`src/rtl/memory_stage_controller.sv`:
```
// Memory-stage controller: launches a request/acknowledge access to a variable-latency
// data memory for the X/M instruction, stalls upstream while it is outstanding.
module memory_stage_controller #(
  parameter int MAX_WAIT = 15
) (
  input  logic        clk,
  input  logic        rst,
  input  logic        mem_read_xm,
  input  logic        mem_write_xm,
  input  logic [3:0]  rt_xm,
  input  logic [15:0] alu_out_xm,
  input  logic [15:0] reg2_xm,
  input  logic        reg_write_mw,
  input  logic [3:0]  write_reg_mw,
  input  logic [15:0] wb_data_mw,
  input  logic        mem_ack,
  input  logic [15:0] mem_rdata,
  output logic        mem_req,
  output logic        mem_we,
  output logic [15:0] mem_addr,
  output logic [15:0] mem_wdata,
  output logic        stall,
  output logic [15:0] load_data,
  output logic        load_valid,
  output logic        mem_error,
  output logic        busy
);

  typedef enum logic [1:0] {IDLE, ACCESS, DONE} state_t;

  // Counter value seen in the last ACCESS cycle before a timeout.
  localparam logic [7:0] LAST_WAIT = 8'(MAX_WAIT - 1);

  state_t      state_reg, state_next;
  logic        mem_req_reg, mem_req_next;
  logic        mem_we_reg, mem_we_next;
  logic [15:0] mem_addr_reg, mem_addr_next;
  logic [15:0] mem_wdata_reg, mem_wdata_next;
  logic [15:0] load_data_reg, load_data_next;
  logic        load_valid_reg, load_valid_next;
  logic        mem_error_reg, mem_error_next;
  logic [7:0]  wait_cnt_reg, wait_cnt_next;

  logic        acc;
  logic        fwd;
  logic [15:0] store_data;

  assign acc        = mem_read_xm | mem_write_xm;
  assign fwd        = mem_write_xm & reg_write_mw & (write_reg_mw == rt_xm) & (write_reg_mw != 4'd0);
  assign store_data = fwd ? wb_data_mw : reg2_xm;

  always_ff @(posedge clk) begin
    if (rst) begin
      state_reg      <= IDLE;
      mem_req_reg    <= 1'b0;
      mem_we_reg     <= 1'b0;
      mem_addr_reg   <= 16'h0000;
      mem_wdata_reg  <= 16'h0000;
      load_data_reg  <= 16'h0000;
      load_valid_reg <= 1'b0;
      mem_error_reg  <= 1'b0;
      wait_cnt_reg   <= 8'd0;
    end else begin
      state_reg      <= state_next;
      mem_req_reg    <= mem_req_next;
      mem_we_reg     <= mem_we_next;
      mem_addr_reg   <= mem_addr_next;
      mem_wdata_reg  <= mem_wdata_next;
      load_data_reg  <= load_data_next;
      load_valid_reg <= load_valid_next;
      mem_error_reg  <= mem_error_next;
      wait_cnt_reg   <= wait_cnt_next;
    end
  end

  always_comb begin
    state_next      = state_reg;
    mem_req_next    = mem_req_reg;
    mem_we_next     = mem_we_reg;
    mem_addr_next   = mem_addr_reg;
    mem_wdata_next  = mem_wdata_reg;
    load_data_next  = load_data_reg;
    load_valid_next = 1'b0;
    mem_error_next  = mem_error_reg;
    wait_cnt_next   = wait_cnt_reg;
    stall           = 1'b0;

    case (state_reg)
      IDLE: begin
        if (acc) begin
          stall          = 1'b1;
          mem_addr_next  = alu_out_xm;
          mem_wdata_next = store_data;
          mem_we_next    = mem_write_xm;
          mem_req_next   = 1'b1;
          wait_cnt_next  = 8'd0;
          state_next     = ACCESS;
        end
      end
      ACCESS: begin
        stall = 1'b1;
        // An ack arriving on the timeout cycle takes priority over the timeout.
        if (mem_ack) begin
          mem_req_next    = 1'b0;
          load_valid_next = 1'b1;
          if (!mem_we_reg) load_data_next = mem_rdata;
          state_next      = DONE;
        end else if (wait_cnt_reg == LAST_WAIT) begin
          mem_req_next    = 1'b0;
          mem_error_next  = 1'b1;
          load_valid_next = 1'b1;
          if (!mem_we_reg) load_data_next = 16'h0000;
          state_next      = DONE;
        end else begin
          wait_cnt_next = wait_cnt_reg + 8'd1;
        end
      end
      DONE: begin
        state_next = IDLE;
      end
      default: begin
        state_next = IDLE;
      end
    endcase
  end

  assign mem_req    = mem_req_reg;
  assign mem_we     = mem_we_reg;
  assign mem_addr   = mem_addr_reg;
  assign mem_wdata  = mem_wdata_reg;
  assign load_data  = load_data_reg;
  assign load_valid = load_valid_reg;
  assign mem_error  = mem_error_reg;
  assign busy       = (state_reg != IDLE);

endmodule
```
`config.mk`:
```
export PLATFORM = sky130hd
export DESIGN_NAME = memory_stage_controller
export DESIGN_NICKNAME = d
export VERILOG_FILES = /design/src/rtl/memory_stage_controller.sv
export SDC_FILE = /design/constraint.sdc
export NUM_CORES = 1
export LEC_CHECK = 0
export CAP_MARGIN = 20
export CORE_ASPECT_RATIO = 1.75
export CORE_MARGIN = 5
export CORE_UTILIZATION = 43
export DETAILED_ROUTE_END_ITERATION = 8
export GPL_TIMING_DRIVEN = 0
export PLACE_DENSITY = 0.85
export SLEW_MARGIN = 20
export SYNTH_ARGS = -nofsm -noshare
export SYNTH_HDL_FRONTEND = slang
export SYNTH_SLANG_ARGS = --single-unit
```
`constraint.sdc`:
```
create_clock -name clk -period 2.5 [get_ports clk]
set_input_delay 0.5 -clock clk [delete_from_list [all_inputs] [get_ports clk]]
set_output_delay 0.5 -clock clk [all_outputs]
set_load 0.005 [all_outputs]
```
==> results.md <==
Setup path:
- The data required time at the worst endpoint is 2000 ps.
- The category of the worst setup path launch point is a primary input.
- The largest stage delay on the critical path is 610 ps.
- The critical-path maximum fanout is 6.
- Traced cell by cell, the critical path runs through clkdlybuf4s50_1 > nor3_1 > nor2_1 > clkdlybuf4s50_1.
- The cell count of the worst reg-to-reg path is 6.
- The largest individual stage delay along the critical path comes from the cell sky130_fd_sc_hd__clkdlybuf4s50_1.
- Data arrives at the worst endpoint at 1820 ps.
- The worst setup path is of the in -> out kind.
- Among the stages of the critical path, the cell type that occurs most often is sky130_fd_sc_hd__clkdlybuf4s50_1.
- The category of the worst setup path capture point is an output pin.

Global route:
- Global routing used 40.8% of the available met2 tracks.
- After global routing the overflow that remains totals 0.
- The busiest layer in global routing is met2.
- The global-route total usage across every layer is 21.2%.
- The first-pass GRT wire length is 13.5 mm.
- Entering global routing, the biggest net connects 13 pins.
- The initial antenna violation count came to 0.
- In the global route stage, met1 resource usage came out at 20.3%.
- The via count of the first global-routing pass is 2,866.
- For met3 alone, demand over resource in global routing was 7.32%.

STA:
- The post-layout minimum cycle time is 2320 ps.
- The share of the clock period used by the worst path after layout is 92.9%.
- At the pin with the least slew margin, the transition time is 700 ps.
- The number of endpoints failing setup at the final stage is 0.
- The setup TNS is 0 ps.
- The final-report max-slew violation count is 0.
- Setup repair after global routing left no endpoint under its margin.
- The achievable clock frequency is 0.431 GHz.
- The count of final hold-check violations was 0.
- The worst setup skew after layout is 7.77 ps.
- The relative slew slack is 52.8%.

Floorplanning:
- The die is 113 um tall.
- The initial standard-cell utilization of the core is 44.4%.
- The floorplan row count is 37.
- The die is 69.1 um wide.
- The overall die area is 7840 um2.
- The core footprint is 5930 um2.
- For this design the top-level I/O count stands at 132.

Synthesis:
- The number of nets produced by synthesis is 367.
- The number of library cell types mapped by synthesis is 43.
- After synthesis, the largest area contributor takes up 47.2% of total cell area.
- The number of flops mapped to enable cells by yosys is 0.
- The count of mapped cells out of synthesis is 287.
- The fraction of synthesis flops using an asynchronous set or reset pin is 0%.
- The number of register bits inferred by synthesis is 62.
- After synthesis, the cell types taking the most area are sky130_fd_sc_hd__dfxtp_1 (47%), sky130_fd_sc_hd__a22o_1 (5.3%), sky130_fd_sc_hd__a311oi_1 (5.3%).
- The portion of the post-synthesis area used by sequential elements is 47.2%.
- The most used flip-flop cell after synthesis is sky130_fd_sc_hd__dfxtp_1.
- The mapped netlist covers 2630 um2.
- By instance count, the leading cell after synthesis is sky130_fd_sc_hd__dfxtp_1.
- The number of warnings reported in the yosys synthesis log is 0.
- The cell type with the highest aggregate area in the netlist is sky130_fd_sc_hd__dfxtp_1.
- Ranked by instance count, the synthesized netlist is headed by sky130_fd_sc_hd__dfxtp_1 (62), sky130_fd_sc_hd__nand2_1 (35), sky130_fd_sc_hd__nor2_1 (28), sky130_fd_sc_hd__a21oi_1 (20), sky130_fd_sc_hd__nand4_1 (18).
- The average cell area after synthesis is 9.16 um2.

Detailed routing:
- After detailed routing, the average wire length per cell comes to 16.4 um.
- After the first detailed-routing iteration, the DRC count stood at 128.
- The remaining design rule violation count is 0.
- The final wirelength is 8.41 mm.
- For this block, the via count after detailed routing is 2,791.
- The number of nets with antenna violations after detailed routing is 0.
- The per-cell via count in the routed design is 5.45.
- The pre-antenna-repair detailed-routing pass consisted of 4 iterations.

Place:
- Input and output buffers added on the ports amount to 131.
- Summed over all nets, the half-perimeter wirelength after detailed placement is 6.39 mm.
- The final weighted congestion of routability-driven global placement is 0.838.

Flow run:
- Max-cap violations in this run came to 0.

Pwr:
- Dividing total power by cell area gives a power density of 612 nW/um2.
- The static leakage is 1.58 nW.
- VDD sags by at most 483 uV.

Worst hold path:
- The path class of the tightest hold or removal check is reg -> reg.
- The cell depth of the worst min-delay path is 2.

Clocking:
- The later-pin clock latency in the skew report is 340 ps.
- The tree is rooted in a sky130_fd_sc_hd__clkbuf_8.
- After clock tree synthesis, the repair step resized 0 gates.
- After clock tree synthesis, the clock-pin slew on the worst setup and hold paths is 70 ps.
- The number of sinks on the clock net is 62.
- The number of buffers inserted to repair setup after CTS is 0.
- TritonCTS built the clock tree.
- The TritonCTS buffer count is 9.
- The clock tree buffer depth is 2.
- The H-tree was split into 3 levels.
- The cts-stage hold buffer count is 0.

Final layout:
- In the final design database the tool counted 509 nets.
- The fraction of layout cells with a size suffix above 1 is 8.29%.
- The number of antenna diodes in the final layout is 0.
- Relative to the synthesized area, the layout overhead comes to 62.0%.
- Once layout is complete, the utilization of the core stands at 71.9%.
- After filler insertion, the fill cell instance count of the layout stands at 496.

Run status:
- The flow ran to the end, and the final reports show no timing, DRC or antenna violations.
-- logic make-up (layout without fill, tap and decap cells) --
family	Yosys count	in the layout	share of synthesized area, %
flops	62	62	47.2
compound gates	85	85	25.1
mux	1	1	0.381
simple gates	102	102	19.0
xor+xnor	7	7	2.33
fa+ha+maj	2	2	0.951
buf+inv	28	175	5.04
-- power by group --
part	total, mW	switching (mW)	internal [mW]
sequential	1.10	0.0402	1.06
clock	0.980	0.416	0.564
combinational	0.530	0.229	0.301
-- per-layer routing --
metal / vias to the layer above / routed length, um
li1: 1348 / -
met4: 0 / 195
met3: 16 / 656
met2: 116 / 4560
met5: - / 0
met1: 1311 / 3010
-- worst max-delay path: cells and delay by family --
family	cells	cell delay, ps
buffers and inverters	2	1140
and+or+nand+nor	2	170
-- stage by stage --
stage / worst slack, ps / area (um2) / power [mW] / cells / hold slack, ps
global placement: 184 / 4040 / 1.63 / 496 / 441
CTS: 178 / 4260 / 2.62 / 512 / 459
global route: 80.8 / 4260 / 2.72 / 512 / 470
detailed placement: 179 / 4040 / 1.64 / 496 / 449
floorplan: 815 / 2630 / 1.32 / 287 / 453
finish: 178 / 4260 / 2.61 / 512 / 454
-- worst paths after layout --
check                          startpoint                   endpoint  slack (ps)
min              mem_addr[5]$_SDFFE_PP0P_   mem_addr[5]$_SDFFE_PP0P_         450
max                          mem_write_xm                      stall         180
min reg2reg      mem_addr[5]$_SDFFE_PP0P_   mem_addr[5]$_SDFFE_PP0P_         450
max reg2reg  wait_cnt_reg[1]$_SDFFE_PP0P_  load_data[6]$_SDFFE_PP0P_         720
-- area by class of cell --
cell class	count	area, um2	share of cell area [%]
Multi-Input combinational cell	197	1260	29.5
Tap cell	78	97.6	2.29
Clock buffer	9	124	2.91
Clock inverter	7	97.6	2.29
Timing Repair Buffer	131	1310	30.8
Inverter	4	15.0	0.352
Sequential cell	62	1240	29.1
Buffer	24	118	2.76
-- placed cells by master (no fill, tap or decap), types with 4 or more instances in the layout --
cell	count
sky130_fd_sc_hd__clkdlybuf4s50_1	131
sky130_fd_sc_hd__nand2_1	35
sky130_fd_sc_hd__clkbuf_8	9
sky130_fd_sc_hd__nor2_1	28
sky130_fd_sc_hd__buf_2	8
sky130_fd_sc_hd__a311oi_1	16
sky130_fd_sc_hd__inv_1	4
sky130_fd_sc_hd__a21oi_1	20
sky130_fd_sc_hd__xor2_1	6
sky130_fd_sc_hd__a22o_1	16
sky130_fd_sc_hd__o31ai_1	16
sky130_fd_sc_hd__nand4_1	18
sky130_fd_sc_hd__clkbuf_1	12
sky130_fd_sc_hd__dfxtp_1	62
No activity file was read; power rests on OpenSTA's default activity.
